--- config.mk ---
export PLATFORM = sky130hd
export DESIGN_NAME = game_sequencer
export DESIGN_NICKNAME = d
export VERILOG_FILES = /design/src/rtl/game_sequencer.sv
export SDC_FILE = /design/constraint.sdc
export NUM_CORES = 1
export LEC_CHECK = 0
export CAP_MARGIN = 20
export CORE_MARGIN = 4
export CORE_UTILIZATION = 44
export CTS_CLUSTER_SIZE = 10
export DETAILED_ROUTE_END_ITERATION = 7
export PLACE_DENSITY = 0.69
export REMOVE_ABC_BUFFERS = 1
export SLEW_MARGIN = 40
export SYNTH_ARGS = -nofsm -noshare
export SYNTH_HDL_FRONTEND = slang
export SYNTH_SLANG_ARGS = --single-unit
--- constraint.sdc ---
create_clock -name Clk -period 6 [get_ports Clk]
set_input_delay 1.2 -clock Clk [delete_from_list [all_inputs] [get_ports Clk]]
set_output_delay 1.2 -clock Clk [all_outputs]
set_load 0.02 [all_outputs]
--- src/rtl/game_sequencer.sv ---
// Flappy VGA game controller: button conditioning, IDLE/ARM/PLAY/OVER sequencing,
// frame-aligned scroll/physics enables and BCD score keeping on a single clock.
module game_sequencer #(
  parameter int DEB_CYCLES = 1000000,
  parameter int SCROLL_DIV = 524288,
  parameter int PHYS_DIV   = 1048576
) (
  input  logic       Clk,
  input  logic       reset,
  input  logic       Start_Btn,
  input  logic       Jump_Btn,
  input  logic       Frame_Start,
  input  logic       Lose,
  input  logic       Pipe_Passed,
  output logic       Game_Clear,
  output logic       Pipe_Tick,
  output logic       Phys_Tick,
  output logic       Jump_Req,
  output logic       Q_Idle,
  output logic       Q_Arm,
  output logic       Q_Play,
  output logic       Q_Over,
  output logic [7:0] Score,
  output logic [7:0] High_Score
);

  localparam int DEB_W = $clog2(DEB_CYCLES + 1);
  localparam int SCR_W = $clog2(SCROLL_DIV + 1);
  localparam int PHY_W = $clog2(PHYS_DIV + 1);

  typedef enum logic [3:0] {
    ST_IDLE = 4'b0001,
    ST_ARM  = 4'b0010,
    ST_PLAY = 4'b0100,
    ST_OVER = 4'b1000
  } state_t;

  // Saturating two-digit BCD increment; 0x99 holds.
  function automatic logic [7:0] bcd_inc(input logic [7:0] s);
    if (s == 8'h99)
      return s;
    else if (s[3:0] == 4'd9)
      return {s[7:4] + 4'd1, 4'd0};
    else
      return {s[7:4], s[3:0] + 4'd1};
  endfunction

  logic [1:0]       btn_raw;
  logic [1:0]       sync_p0;
  logic [1:0]       sync_p1;
  logic [1:0]       deb_lvl;
  logic [1:0]       deb_lvl_d;
  logic [1:0]       press;
  logic [DEB_W-1:0] deb_cnt [2];

  logic             start_press;
  logic             jump_press;

  state_t           state;
  state_t           state_nxt;

  logic             in_play;
  logic             lose_now;
  logic             live;

  logic [SCR_W-1:0] scr_cnt;
  logic [PHY_W-1:0] phy_cnt;
  logic             pipe_pend;
  logic             phys_pend;
  logic             pipe_wrap;
  logic             phys_wrap;
  logic             pipe_issue;
  logic             phys_issue;

  assign btn_raw = {Jump_Btn, Start_Btn};

  // Stage p0/p1: two-flop synchronizer, then debounce and rising-edge press pulse.
  always_ff @(posedge Clk) begin
    if (reset) begin
      sync_p0    <= '0;
      sync_p1    <= '0;
      deb_lvl    <= '0;
      deb_lvl_d  <= '0;
      press      <= '0;
      deb_cnt[0] <= '0;
      deb_cnt[1] <= '0;
    end else begin
      sync_p0   <= btn_raw;
      sync_p1   <= sync_p0;
      deb_lvl_d <= deb_lvl;
      press     <= deb_lvl & ~deb_lvl_d;
      for (int i = 0; i < 2; i++) begin
        if (sync_p1[i] == deb_lvl[i]) begin
          deb_cnt[i] <= '0;
        end else if (deb_cnt[i] == DEB_W'(DEB_CYCLES - 1)) begin
          deb_lvl[i] <= sync_p1[i];
          deb_cnt[i] <= '0;
        end else begin
          deb_cnt[i] <= deb_cnt[i] + 1'b1;
        end
      end
    end
  end

  assign start_press = press[0];
  assign jump_press  = press[1];

  always_ff @(posedge Clk) begin
    if (reset)
      state <= ST_IDLE;
    else
      state <= state_nxt;
  end

  always_comb begin
    state_nxt = state;
    case (state)
      ST_IDLE: if (start_press) state_nxt = ST_ARM;
      ST_ARM:  state_nxt = ST_PLAY;
      ST_PLAY: if (Lose) state_nxt = ST_OVER;
      ST_OVER: if (start_press) state_nxt = ST_IDLE;
      default: state_nxt = ST_IDLE;
    endcase
  end

  assign Q_Idle     = (state == ST_IDLE);
  assign Q_Arm      = (state == ST_ARM);
  assign Q_Play     = (state == ST_PLAY);
  assign Q_Over     = (state == ST_OVER);
  assign Game_Clear = (state == ST_ARM);

  // A collision cycle swallows every same-cycle tick and pipe event.
  assign in_play  = (state == ST_PLAY);
  assign lose_now = in_play & Lose;
  assign live     = in_play & ~Lose;

  assign pipe_wrap  = in_play && (scr_cnt == SCR_W'(SCROLL_DIV - 1));
  assign phys_wrap  = in_play && (phy_cnt == PHY_W'(PHYS_DIV - 1));
  assign pipe_issue = live && Frame_Start && (pipe_pend || pipe_wrap);
  assign phys_issue = live && Frame_Start && (phys_pend || phys_wrap);

  // Stage p2: dividers, pending flags, registered ticks, jump latch and score.
  always_ff @(posedge Clk) begin
    if (reset) begin
      scr_cnt    <= '0;
      phy_cnt    <= '0;
      pipe_pend  <= 1'b0;
      phys_pend  <= 1'b0;
      Pipe_Tick  <= 1'b0;
      Phys_Tick  <= 1'b0;
      Jump_Req   <= 1'b0;
      Score      <= '0;
      High_Score <= '0;
    end else if (state == ST_ARM) begin
      scr_cnt   <= '0;
      phy_cnt   <= '0;
      pipe_pend <= 1'b0;
      phys_pend <= 1'b0;
      Pipe_Tick <= 1'b0;
      Phys_Tick <= 1'b0;
      Jump_Req  <= 1'b0;
      Score     <= '0;
    end else begin
      Pipe_Tick <= pipe_issue;
      Phys_Tick <= phys_issue;
      if (in_play) begin
        scr_cnt   <= pipe_wrap ? '0 : scr_cnt + 1'b1;
        phy_cnt   <= phys_wrap ? '0 : phy_cnt + 1'b1;
        pipe_pend <= pipe_issue ? 1'b0 : (pipe_pend | pipe_wrap);
        phys_pend <= phys_issue ? 1'b0 : (phys_pend | phys_wrap);
      end
      // A press landing on the consuming tick survives for the next tick.
      if (!in_play)
        Jump_Req <= 1'b0;
      else if (jump_press)
        Jump_Req <= 1'b1;
      else if (Phys_Tick)
        Jump_Req <= 1'b0;
      if (live && Pipe_Passed)
        Score <= bcd_inc(Score);
      if (lose_now && (Score > High_Score))
        High_Score <= Score;
    end
  end

endmodule

==> reports/results.txt, run 1 <==
status - complete, no violations
hold depth - 1
top-area cell type share of the netlist area - 27.4%
Hold Path Origin - deb_lvl_d[1]
leakage - 2.38 nW
Arrival @ worst endpoint - 2.46 ns
skew final - 0.00521 ns
Net Sw Frac - 19.8%
period utilisation layout - 61.0%
mean area per synthesized cell - 9.41 um2
Adder-Cell Fraction of Synth Area - 3.16%
setup_tns - 0 ns
Tightest Pin Transition - 0.812 ns
yosys warns - 0
Post-synth EDFFs - 40
Longest Clk Path Bufs - 2
gpl congestion - 0.828
design area - 6740 um2
max-cap check violation count - 0
Yosys top cell by area - dfxtp_1
synthesis-stage register bit count - 116
H-tree Lvls - 4
Num Clock Sinks - 116
Via density - 5.00
wire per inst - 12.5 um
first-pass GRT wire length - 18600 um
largest net degree at the start of global routing - 21
CTS tree - built
initial antenna violation count - 0
Synth Area in Simple Gates - 28.0%
CP required - 4.80 ns
Setup Buffers After CTS - 0
Vias - 4217
Inserted Clock Buffers - 17
# DRC - 0
Syn Inst Count - 589
clock latency on the worst-skew pair - 0.41 ns
Comb power frac - 2.1%
Site Rows - 40
TritonRoute pass-1 iters - 4
post-placement cell area - 6160 um2
Post-Syn Area - 5550 um2
final hold slack - 0.380 ns
HP Class - flip-flop to flip-flop
hold violation total from the final report - 0
peak supply drop - 0.000175 V
reg2reg path depth - 5
Psw - 0.362 mW
most common cell after layout, fill and taps aside - nor2_1
final setup vio count - 0
Pins Over Slew Limit - 0
Setup CP Type - flip-flop to primary output
post-synth cell types - 44
Synth Area in Compound Gates - 3.14%
IO Pins - 31
PortBufs - 30
DIE AREA - 14500 um2
Post-Route WL - 10500 um
clock-pin slew on the worst setup and hold paths - 0.05 ns
Pwr Density - 272 nW/um2
vias in the first global route - 4222
ranking of synthesized cells by area - dfxtp_1 (27%), edfxtp_1 (22%), xor2_1 (7.4%), nor2_1 (7.4%), xnor2_1 (4.6%)
total power - 1.83 mW
CP startpoint kind - flip-flop
initial drt markers - 233
sequential-to-total area share from yosys stat - 49.1%
Critical Path Start - state[2]
crit path max fanout - 16
FF-to-FF Start - state[2]
RSZ-0062 raised after global routing - no
Initial Utilization - 45.6%
ys flop type - dfxtp_1
hold_buf cts - 0
asr flop ratio synth - 0%
Clk pwr share - 51.9%
Post-DP HPWL - 7320 um
worst path cell trace - or4b_1 > clkinv_2 > clkdlybuf4s50_1
clock root buffer - clkbuf_16
share of post-route cells with drive strength above 1 - 5.63%
GRT Overall Usage - 15.6%
minimum clock period - 3.66 ns
Slowest cell on crit path - or4b_1
Pint - 1.47 mW
Peak Freq - 273 MHz
Synth Area in XOR/XNOR - 12.0%
grt ovf - 0
max incr delay on CP - 0.74 ns
Core Region - 12200 um2
Final ANT Viol Nets - 0
Layout area overhead - 21.5%
largest family of logic cells by synthesized area - simple AND/OR/NAND/NOR gates
sequential power share - 45.9%
mux share of post-synthesis cell area - 2.17%
width of the die - 120 um
slew margin rel. - 45.5%
Post-CTS Resized - 0
final core occ - 55.4%
Die Y - 120 um
Worst setup EP type - primary output
# diodes - 0
commonest non-fill, non-tap cells in the layout - nor2_1 (109), dfxtp_1 (76), xor2_1 (47), nand2_1 (45)
final net count - 685
-- per-layer routing --
layer | track usage, % | part of all wire (%) | up-vias
met3 | 3.84 | 3.0 | 22
met5 | 0 | 0 | -
li1 | - | - | 2136
met1 | 19.8 | 48 | 1996
met4 | 7.51 | 2.3 | 0
met2 | 25.0 | 47 | 63
-- through the flow --
step           std cells  setup WS (ns)
6_report             843           2.34
5_1_grt              843           2.22
4_1_cts              843           2.33
3_5_place_dp         813           2.77
3_3_place_gp         813           2.81
2_1_floorplan        614           2.89
-- critical path: cells and delay by family, from the launching register on --
kind          cells  cell delay (ns)
buf+inv           2             0.87
flops             1             0.44
simple gates      1             0.74
-- layout make-up --
cell class / instances / area (um2)
fill: 1076 / 5420
multi-input combinational: 479 / 2850
sequential: 116 / 2720
clock buffer: 27 / 556
timing repair buffer: 31 / 308
tap: 168 / 210
inverter: 19 / 72.6
clock inverter: 3 / 15.0
-- cells in the mapped netlist, types with 2 or more instances --
library cell,count
a211oi_1,2
a21oi_1,14
a31oi_1,3
and2_1,3
and3_1,12
and3b_1,3
and4_1,10
buf_4,2
clkbuf_1,10
dfxtp_1,76
edfxtp_1,40
ha_1,14
inv_1,18
mux2i_1,12
nand2_1,45
nand2b_1,19
nand3_1,34
nand4_1,22
nor2_1,109
nor2b_1,11
nor3_1,12
nor3_2,2
nor4_1,5
nor4b_1,6
o21ai_0,7
or2_2,4
or3_1,3
xnor2_1,29
xor2_1,47
-- power groups by stage --
stage	Clock (mW)	Combinational, mW	Sequential, mW
final	0.950	0.0391	0.840
after global routing	1.01	0.0446	0.841
after CTS	0.966	0.0388	0.840
after detailed placement	0	0.0381	0.855
after global placement	0	0.0375	0.854
after floorplan	0	0.0256	0.852
-- flip-flops by register name (all words and copies together), names as in the netlist, 4 cells and up --
signal,count
phy_cnt,21
scr_cnt,20
deb_cnt,40
state,4
High_Score,8
Score,8
-- path summary, 6_finish.rpt --
kind,endpoint,slack [ns]
max,Q_Play,2.34
min,press[1],0.38
max reg2reg,scr_cnt[3],3.18
min reg2reg,press[1],0.38
-- cells by family (layout without fill, tap and decap cells) --
logic type                 count (synthesis)  in the layout
AOI/OAI and AO/OA                         30             30
xor gates and xnor gates                  76             76
adders and majority gates                 14             14
buffers and inverters                     33             80
DFF                                      116            116
muxes                                     12             12
other                                      1             40
and+or+nand+nor                          307            307
(Power assumes the default switching activity.)
==> run 2: changes to the inputs <==
--- a/config.mk
+++ b/config.mk
@@ -10,7 +10,7 @@
 export CORE_UTILIZATION = 44
 export CTS_CLUSTER_SIZE = 10
 export DETAILED_ROUTE_END_ITERATION = 7
-export PLACE_DENSITY = 0.69
+export PLACE_DENSITY = 0.71
 export REMOVE_ABC_BUFFERS = 1
 export SLEW_MARGIN = 40
 export SYNTH_ARGS = -nofsm -noshare
==> constraint.sdc (replaced) <==
create_clock -name Clk -period 3 [get_ports Clk]
set_input_delay 0.6 -clock Clk [delete_from_list [all_inputs] [get_ports Clk]]
set_output_delay 0.6 -clock Clk [all_outputs]
set_load 0.02 [all_outputs]
==> run 2 against run 1 <==
  * Die area stayed put
  * Worst setup slack worse by 2.1 ns
  * Sequential share of layout area is 0.39 points lower
  * Register-to-register slack worse by 2.7 ns
  * Via count hardly changed
  * Final area is 0.97% higher
  * Utilization is 0.54 points higher
  * Combinational power is 100% higher
  * Flip-flop and latch count stayed put
  * First-iteration DRC count is 6.0% higher
  * Clock power is 120% higher
  * Largest cell class unchanged
  * Highest routed layer unchanged
==> reports/results.txt, run 2 (synthesized netlist as in run 1, its figures left out) <==
status - complete, no violations (unchanged)
Largest Register - deb_cnt (unchanged)
clock root buffer - clkbuf_16 (unchanged)
largest net degree at the start of global routing - 21 (unchanged)
clock latency on the worst-skew pair - 0.42 ns (was 0.41 ns)
Top Registers - deb_cnt x40, phy_cnt x21, scr_cnt x20 (unchanged)
Post-Route WL - 11000 um (was 10500 um)
Via density - 4.97 (was 5.00)
# DRC - 0 (unchanged)
HP Class - flip-flop to flip-flop (unchanged)
wire per inst - 13.0 um (was 12.5 um)
CP bufs+invs - 2 (unchanged)
FF-to-FF End - scr_cnt[11] (was scr_cnt[3])
peak supply drop - 0.000375 V (was 0.000175 V)
CP startpoint kind - flip-flop (unchanged)
Site Rows - 40 (unchanged)
Final ANT Viol Nets - 0 (unchanged)
Vias - 4218 (was 4217)
hold depth - 1 (unchanged)
gpl congestion - 0.799 (was 0.828)
Pwr Density - 565 nW/um2 (was 272 nW/um2)
commonest non-fill, non-tap cells in the layout - nor2_1 (109), dfxtp_1 (76), xor2_1 (47), nand2_1 (45) (unchanged)
setup_tns - 0 ns (unchanged)
first-pass GRT wire length - 19400 um (was 18600 um)
skew final - 0.00346 ns (was 0.00521 ns)
Inserted Clock Buffers - 17 (unchanged)
Pins Over Slew Limit - 0 (unchanged)
R2R setup slack - 0.48 ns (was 3.18 ns)
Arrival @ worst endpoint - 2.20 ns (was 2.46 ns)
Post-DP HPWL - 7580 um (was 7320 um)
clock-pin slew on the worst setup and hold paths - 0.05 ns (about the same)
CTS tree - built (unchanged)
CP required - 2.40 ns (was 4.80 ns)
minimum clock period - 2.80 ns
Layout area overhead - 22.7% (was 21.5%)
H-tree Lvls - 4 (unchanged)
total power - 3.84 mW (was 1.83 mW)
max FFs per register - 40 (unchanged)
Tightest Pin Transition - 0.808 ns (was 0.812 ns)
GRT Overall Usage - 16.7% (was 15.6%)
logic depth of the worst path, buffers included - 3 (unchanged)
grt ovf - 0 (unchanged)
final setup vio count - 0 (unchanged)
Worst setup EP type - primary output (unchanged)
most common cell after layout, fill and taps aside - nor2_1 (unchanged)
Slowest cell on crit path - clkdlybuf4s50_1 (was or4b_1)
period utilisation layout - 93.4%
RSZ-0062 raised after global routing - no (unchanged)
Worst path top cell family by delay - buffers and inverters (unchanged)
crit path max fanout - 11 (was 16)
TritonRoute pass-1 iters - 4 (unchanged)
reg2reg path depth - 5 (unchanged)
vias in the first global route - 4328 (was 4222)
Longest Clk Path Bufs - 2 (unchanged)
IO Pins - 31 (unchanged)
DIE AREA - 14500 um2 (unchanged)
initial drt markers - 247 (was 233)
initial antenna violation count - 0 (unchanged)
max-cap check violation count - 0 (unchanged)
slew margin rel. - 45.6% (was 45.5%)
Hold Path Sink - press[1] (unchanged)
Peak Freq - 357 MHz
hold violation total from the final report - 0 (unchanged)
Setup CP Type - flip-flop to primary output (unchanged)
FF-to-FF Start - state[2] (unchanged)
width of the die - 120 um (unchanged)
# diodes - 0 (unchanged)
Hold Path Origin - deb_lvl_d[1] (unchanged)
share of post-route cells with drive strength above 1 - 6.31% (was 5.63%)
Initial Utilization - 45.6% (unchanged)
max incr delay on CP - 0.63 ns (was 0.74 ns)
Core Region - 12200 um2 (unchanged)
leakage - 2.42 nW (was 2.38 nW)
final net count - 689 (was 685)
Die Y - 120 um (unchanged)
worst path cell trace - or4b_4 > clkinv_2 > clkdlybuf4s50_1 (was or4b_1 > clkinv_2 > clkdlybuf4s50_1)
PortBufs - 30 (unchanged)
Num Clock Sinks - 116 (unchanged)
Setup Buffers After CTS - 0 (unchanged)
-- run 2: cell types whose count changed in the layout (fill, tap and decap cells not counted), moves of 2 or more --
| cell | delta |
|---|---|
| buf_4 | +4 |
| clkbuf_8 | -4 |
| clkinv_1 | +2 |
| clkbuf_16 | -2 |
| bufinv_16 | +4 |
| clkinv_2 | +2 |
-- run 2: what timing repair did --
action                     in CTS  in global routing
setup endpoints to repair       0                  1
hold buffers                    0                  0
resized for setup               0                  1
-- run 2: how the worst max path moves through the flow --
stage	start	to	slack (ns)
detailed placement	state[3]	scr_cnt[14]	0.34
global route	state[2]	Q_Play	0.11
finish	state[2]	Q_Play	0.20
global placement	state[3]	scr_cnt[17]	0.43
CTS	state[3]	Q_Play	0.04
floorplan	state[3]	phy_cnt[10]	0.15
-- run 2: stage by stage --
step	instances	hold WS, ns	setup slack [ns]	instance area [um2]	utilization (%)
2_1_floorplan	614	0.367	0.146	5630	-
3_3_place_gp	817	0.374	0.433	6180	50.8
3_5_place_dp	817	0.374	0.338	6180	50.9
4_1_cts	849	0.381	0.0350	6790	55.8
5_1_grt	849	0.398	0.113	6800	55.9
6_report	849	0.381	0.197	6800	55.9
-- run 2: cell type report --
class / instances / area (um2)
Tap cell: 168 / 210
Inverter: 19 / 72.6
Clock inverter: 12 / 160
Multi-Input combinational cell: 479 / 2850
Timing Repair Buffer: 35 / 338
Clock buffer: 20 / 447
Sequential cell: 116 / 2720
Fill cell: 1055 / 5360
-- run 2: per-layer routing --
layer  wire, um  GRT usage, %  up-vias
li1           -             -     2144
met5          0             0        -
met2       5450          27.8       64
met1       4970          19.8     1993
met3        395          5.33       17
met4        195          7.65        0
-- run 2: report_power, final --
| group | leakage (nW) | internal (mW) | switching, mW |
|---|---|---|---|
| Clock | 0.298 | 1.39 | 0.688 |
| Sequential | 1.03 | 1.65 | 0.0261 |
| Combinational | 1.09 | 0.0322 | 0.0475 |
| Total | 2.42 | 3.08 | 0.762 |
